File: src/rtl/nv_ram_rwsp_pinit.sv
// nv_ram_rwsp_pinit: parametrised 1R1W RAM with read latency 2 (registered address,
// gated output register), hardware init/clear sequencer, read-valid flag and optional bypass.
module nv_ram_rwsp_pinit #(
    parameter int            DW       = 16,
    parameter int            AW       = 6,
    parameter int            DEPTH    = 64,
    parameter int            BYPASS   = 1,
    parameter logic [DW-1:0] INIT_VAL = {DW{1'b0}}
) (
    input  logic          clk,
    input  logic          rstn,
    input  logic [AW-1:0] ra,
    input  logic          re,
    input  logic          ore,
    output logic [DW-1:0] dout,
    output logic          dout_vld,
    input  logic [AW-1:0] wa,
    input  logic          we,
    input  logic [DW-1:0] di,
    input  logic          clr,
    output logic          init_busy,
    input  logic [31:0]   pwrbus_ram_pd
);

    typedef enum logic {
        ST_INIT  = 1'b0,
        ST_READY = 1'b1
    } state_t;

    // Counter is one bit wider than the address so DEPTH == 2^AW is representable.
    localparam logic [AW:0] DEPTH_W = (AW+1)'(DEPTH);
    localparam logic [AW:0] LAST_W  = DEPTH_W - {{AW{1'b0}}, 1'b1};

    state_t        r_state;
    logic [AW:0]   r_icnt;
    logic [AW-1:0] r_ra_d;
    logic          r_rd_pend;
    logic [DW-1:0] r_dout;
    logic          r_dout_vld;
    logic          r_init_busy;
    logic [DW-1:0] r_mem [DEPTH];

    logic          w_ready;
    logic          w_wr_ok;
    logic          w_ra_ok;
    logic          w_collide;
    logic [DW-1:0] w_rdata;
    logic [DW-1:0] w_dout_nxt;
    logic          w_unused_pd;

    assign w_ready     = (r_state == ST_READY);
    assign w_wr_ok     = w_ready && we && ({1'b0, wa} < DEPTH_W);
    assign w_ra_ok     = ({1'b0, r_ra_d} < DEPTH_W);
    assign w_collide   = w_wr_ok && ore && (wa == r_ra_d);
    assign w_unused_pd = ^pwrbus_ram_pd;

    // Array read and collision select feeding the output register.
    always_comb begin
        w_rdata    = {DW{1'b0}};
        w_dout_nxt = {DW{1'b0}};
        if (w_ra_ok) begin
            w_rdata = r_mem[r_ra_d];
        end else begin
            w_rdata = {DW{1'b0}};
        end
        if (w_collide && (BYPASS != 0)) begin
            w_dout_nxt = di;
        end else begin
            w_dout_nxt = w_rdata;
        end
    end

    // Storage array (not reset): sequencer owns the write port while initialising.
    always_ff @(posedge clk) begin
        if (!w_ready) begin
            r_mem[r_icnt[AW-1:0]] <= INIT_VAL;
        end else if (w_wr_ok) begin
            r_mem[wa] <= di;
        end
    end

    // Init/ready FSM, read address pipeline and output register.
    always_ff @(posedge clk or negedge rstn) begin
        if (!rstn) begin
            r_state     <= ST_INIT;
            r_icnt      <= {(AW+1){1'b0}};
            r_ra_d      <= {AW{1'b0}};
            r_rd_pend   <= 1'b0;
            r_dout      <= {DW{1'b0}};
            r_dout_vld  <= 1'b0;
            r_init_busy <= 1'b1;
        end else begin
            case (r_state)
                ST_INIT: begin
                    r_rd_pend <= 1'b0;
                    if (r_icnt == LAST_W) begin
                        r_state     <= ST_READY;
                        r_init_busy <= 1'b0;
                    end else begin
                        r_icnt <= r_icnt + {{AW{1'b0}}, 1'b1};
                    end
                end
                ST_READY: begin
                    if (re) begin
                        r_ra_d    <= ra;
                        r_rd_pend <= 1'b1;
                    end else begin
                        r_rd_pend <= 1'b0;
                    end
                    // The clr cycle itself is still serviced above.
                    if (clr) begin
                        r_state     <= ST_INIT;
                        r_icnt      <= {(AW+1){1'b0}};
                        r_init_busy <= 1'b1;
                    end else begin
                        r_state <= ST_READY;
                    end
                end
                default: begin
                    r_state     <= ST_INIT;
                    r_icnt      <= {(AW+1){1'b0}};
                    r_rd_pend   <= 1'b0;
                    r_init_busy <= 1'b1;
                end
            endcase
            if (ore) begin
                r_dout     <= w_dout_nxt;
                r_dout_vld <= w_ready && r_rd_pend;
            end else begin
                r_dout     <= r_dout;
                r_dout_vld <= r_dout_vld;
            end
        end
    end

    assign dout      = r_dout;
    assign dout_vld  = r_dout_vld;
    assign init_busy = r_init_busy;

endmodule

File: config.mk
export PLATFORM = sky130hd
export DESIGN_NAME = nv_ram_rwsp_pinit
export DESIGN_NICKNAME = d
export VERILOG_FILES = /design/src/rtl/nv_ram_rwsp_pinit.sv
export SDC_FILE = /design/constraint.sdc
export NUM_CORES = 1
export LEC_CHECK = 0
export ABC_AREA = 1
export BUFFER_PORTS_ARGS = -buffer_cell sky130_fd_sc_hd__clkbuf_2
export CAP_MARGIN = 40
export CORE_UTILIZATION = 45
export DETAILED_ROUTE_END_ITERATION = 6
export HOLD_SLACK_MARGIN = 0.03
export PLACE_DENSITY = 0.59
export SYNTH_ARGS = -nofsm -noshare
export SYNTH_HDL_FRONTEND = slang
export SYNTH_SLANG_ARGS = --single-unit
File: constraint.sdc
create_clock -name clk -period 6.9 [get_ports clk]
set_input_delay 0.345 -clock clk [delete_from_list [all_inputs] [get_ports clk]]
set_output_delay 0.345 -clock clk [all_outputs]
set_load 0.02 [all_outputs]
## Yosys cells after proc, flatten, opt, wreduce, memory -nomap -nowiden

Memories as Yosys holds them, arrays and structs flattened. A register that Yosys moved wholly into a read port is not among the register bits.
Cells that the tools add are included.

- Add/subtract/negate cells: 1
- Multipliers: 0
- Divide/modulo/power cells: 0
- Magnitude comparators: 0
- Eq/ne operators: 5
- Shifts and indexed selects: 0
- Multiplexer cells: 19
- Bitwise gates (word level): 2
- Reductions and logical operators: 7

Operators with widths:

| cell | count |
|---|---|
| 2-to-1 mux 16 bit | 2 |
| OR reduction 16 bit | 1 |
| 2-to-1 mux 7 bit | 2 |
| one-hot mux 7 bit (2 select lines) | 1 |
| 2-to-1 mux 1 bit | 10 |
| adder 7 x 1 -> 7 bit, second input constant | 1 |
| equality test 7 x 6 -> 1 bit, second input constant | 1 |
| equality test 6 bit | 1 |
| 2-to-1 mux 6 bit | 1 |
| inequality test 2 bit, second input constant | 3 |
| one-hot mux 1 bit (2 select lines) | 3 |
| AND reduction 2 bit | 3 |
| logical AND 1 bit | 2 |
| AND 1 bit | 1 |
| logical NOT 1 bit | 1 |
| NOT 1 bit | 1 |

- Register bits after elaboration: 34
- Bits in latches: 0
- Bits in writable memories: 1024
- Memory bits (read-only): 0
- Memories kept: 1

Memories:

| name | words | bits a word | read ports | clocked after Yosys merged registers in | wr ports | RTL line | RTL |
|---|---|---|---|---|---|---|---|
| r_mem | 64 | 16 | 1 | 1 | 1 | 41 | `logic [DW-1:0] r_mem [DEPTH];` |

## Depth between registers and ports, before layout

- Depth in word-level cells: 6
- Depth in mapped cells: 14
- Mapped depth without buffers: 11

## Worst setup path before layout

Ideal clock, no wire load.

- Kind: in2reg
- Start: input we
- End: memory r_mem[0][10], data pin
- Library setup time: 500 ps
- Arrival: 2321 ps
- Slack: 4079 ps
- Stages: 4
- Buffers on the path: 2
- Cells stage by stage: nand2_2 buf_4 clkbuf_1 nor2_1

- Word-level cells in the longest chain between the ends: 6

RTL lines:

| what | RTL line | RTL |
|---|---|---|
| from (decl) | 18 | `input logic we,` |
| logical AND 1 bit | 52 | `assign w_wr_ok = w_ready && we && ({1'b0, wa} < DEPTH_W);` |
| 2-to-1 mux 1 bit | 77 | `end else if (w_wr_ok) begin` |
| 2-to-1 mux 1 bit | 75 | `if (!w_ready) begin` |
| 2-to-1 mux 1 bit (not written as such) | 78 | `r_mem[wa] <= di;` |
| OR reduction 16 bit (no line) | -- |  |
| 2-to-1 mux 16 bit (no line) | -- |  |
| to (decl) | 41 |  |

Every way passes these cells.

==> metrics.md <==
| Metric | Value |
|---|---|
| Worst-path fanout max | `159` |
| Vias in the first global route | `26050` |
| Largest net degree at the start of global routing | `160` |
| Register area share after synthesis | `73.14%` |
| Initial Util | `45.42%` |
| Fin. Hold Viols | `0` |
| Layout cells sized above 1 | `9.906%` |
| First-pass GRT wire length | `166800 um` |
| FFs w/ async S/R, synth | `3.166%` |
| Slew Limit Fails | `0` |
| Routability cong. | `0.8183` |
| Max-cap violations | `0` |
| Mean Syn Cell Area | `11.92 um^2` |
| Critical-path cell list | `buf_12 > buf_12 > nand2_1 > nand3_1 > nand3_1 > nand3_1 > nand2_1 > nand2_1 > nand3_1 > nand2_1 > nand2_1 > nand2_1` |
| HPWL after DPL | `59180 um` |
| VDD IR max | `361.2 uV` |
| Die area | `98720 um^2` |
| Max-Slew Margin vs Limit | `38.67%` |
| N_diodes | `0` |
| CTS tree | `built` |
| Final nets | `3820` |
| Number of synthesized flops with an enable pin | `1040` |
| Final worst clock skew | `29.14 ps` |
| Sink Count | `1074` |
| Min Tclk post-route | `3817 ps` |
| Hold Slack | `179.4 ps` |
| Tcrit/Tclk final | `55.32%` |
| Kind of critical path | `reg2reg` |
| Worst slew pin tran | `919.9 ps` |
| Antenna violation net count after detailed routing | `0` |
| Rows | `114` |
| Vias/cell | `5.443` |
| Pre-CTS setup slack | `3235 ps` |
| DRC Markers | `0` |
| Bufs on Longest Clock Path | `3` |
| Core box area | `96570 um^2` |
| Vias | `27880` |
| Worst Path Required | `7500 ps` |
| PD cells | `422.6 nW/um^2` |
| Mapped Cells | `3679` |
| Final setup margin | `3083 ps` |
| Most common cell after layout, fill and taps aside | `nand2_1` |
| CTS H-tree lvls | `3` |
| Delay of the slowest critical-path stage | `890 ps` |
| Final wirelength | `113100 um` |
| Syn Nets | `3746` |
| Most frequent cells in the layout | `nand2_1 (1252), edfxtp_1 (1040), nand3_1 (936), clkbuf_16 (112), buf_4 (103)` |
| I/O pin cnt | `84` |
| Clock-pin slew on the worst setup and hold paths | `60 ps` |
| Clock buffer count from CTS | `108` |
| Slowest stage cell on the critical path | `dfrtp_4` |
| Clock root buffer | `clkbuf_16` |
| WP data arrival | `4420 ps` |
| Worst setup EP type | `flip-flop` |
| Initial antenna violation count | `0` |
| # setup viols final | `0` |
| GR Overflow Total | `0` |
| Die height | `314.2 um` |
| Number of synthesized register bits | `1074` |
| Mapped Area | `43860 um^2` |
| Post_cts resized | `0` |
| Most used flip-flop cell after synthesis | `edfxtp_1` |
| Min-delay worst type | `in2reg` |
| Unrepaired setup endpoints after global routing | `false` |
| R2R cell count | `12` |
| Global Route Usage Sum | `22.76%` |
| Startpoint types | `flip-flop` |
| Area growth syn-to-layout | `12.51%` |
| 1st-pass router iterations | `6` |
| Sum Neg Setup Slack | `0 ps` |
| Synth Warn # | `0` |
| Cell mode on critical path | `nand2_1` |
| DR WL/cell | `22.07 um` |
| Clock latency on the worst-skew pair | `680 ps` |
| Die width | `314.2 um` |
| Status | `completed` |
| Port Buffer Count | `51` |
| Fmax | `0.2620 GHz` |
| Distinct cells, synth | `32` |
| DR iter-0 viols | `2938` |
| WHS Path Cells | `3` |
| Leak | `18.22 nW` |
==> cells by family (layout without fill, tap and decap cells) <==
kind of cell / Yosys count / count (layout) / synth area share [%]
and+or+nand+nor: 2287 / 2287 / 22.33
DFF: 1074 / 1074 / 73.14
buffers and inverters: 273 / 440 / 3.680
AOI/OAI and AO/OA: 21 / 21 / 0.2653
muxes: 16 / 16 / 0.4108
xor gates and xnor gates: 7 / 7 / 0.1398
adders and majority gates: 1 / 1 / 0.02852
==> sequential cells by signal, summed over array words and instances, names as in the netlist, named ones only <==
register and count:
init_busy 1, r_icnt 7, r_mem 1024, r_state 1, dout_vld 1, r_ra_d 6
r_rd_pend 1
==> layer usage <==
layer  share of wire [%]  vias to the layer above  GRT usage [%]
met5                   0                        -              0
met1                  44                    13610          33.00
met4                 2.9                        0          7.705
li1                    -                    13110              -
met3                 7.3                      169          3.327
met2                  45                      988          35.24
==> cells in the mapped netlist, types with 16 or more instances <==
library cell,count,area share [%]
nand3_1,936,11
edfxtp_1,1040,71
clkbuf_1,29,0.25
inv_1,34,0.29
nor2_1,85,0.73
buf_4,16,0.27
nand2_1,1252,11
mux2_2,16,0.41
buf_1,21,0.18
buf_2,116,1.3
buf_6,50,1.3
dfrtp_1,33,1.9
==> stage by stage <==
| step | total power, mW | util [%] | cell area, um^2 | instances |
|---|---|---|---|---|
| 5_1_grt | 21.86 | 51.10 | 49350 | 5122 |
| 3_5_place_dp | 14.99 | 47.07 | 45450 | 4892 |
| 6_report | 20.85 | 51.10 | 49350 | 5122 |
| 4_1_cts | 20.94 | 51.10 | 49350 | 5122 |
| 2_1_floorplan | 12.75 | - | 43860 | 3679 |
| 3_3_place_gp | 14.87 | 46.90 | 45290 | 4882 |
==> final cells by class <==
class,count,area (um^2)
Clock buffer,140,2958
Clock inverter,63,666.9
Fill cell,8222,47220
Inverter,41,181.4
Multi-Input combinational cell,2332,10290
Sequential cell,1074,32090
Tap cell,1276,1597
Timing Repair Buffer,196,1565
==> power breakdown <==
group	leakage, nW	internal [mW]	switching [mW]	total (mW)
sequential	10.3	7.67	0.348	8.02
clock	1.78	3.51	2.44	5.95
combinational	6.10	1.84	5.05	6.88
total	18.2	13.0	7.84	20.9
==> final timing paths <==
| kind | startpoint | endpoint | slack, ps |
|---|---|---|---|
| hold / removal | re | r_rd_pend$_DFF_PN0_ | 180 |
| setup reg to reg | r_ra_d[0]$_DFFE_PN0P_ | flip-flop | 3080 |
| max in group asynchronous | rstn | init_busy$_DFFE_PN1P_ | 6090 |
| hold reg to reg | r_rd_pend$_DFF_PN0_ | dout_vld$_DFFE_PN0P_ | 470 |
| min in group asynchronous | rstn | r_ra_d[2]$_DFFE_PN0P_ | 240 |
| setup / recovery | r_ra_d[0]$_DFFE_PN0P_ | flip-flop | 3080 |
==> worst max-delay path, delay by kind of cell (launching register included) <==
family	cells	cell delay (ps)
buf+inv	2	1060
flops	1	890
simple gates	10	1370
==> timing repair <==
| item | CTS | global route |
|---|---|---|
| hold endpoints to repair | 61 | 0 |
| setup buffers | 0 | 0 |
| hold buffers | 27 | 0 |
No activity file was read; power rests on OpenSTA's default activity.
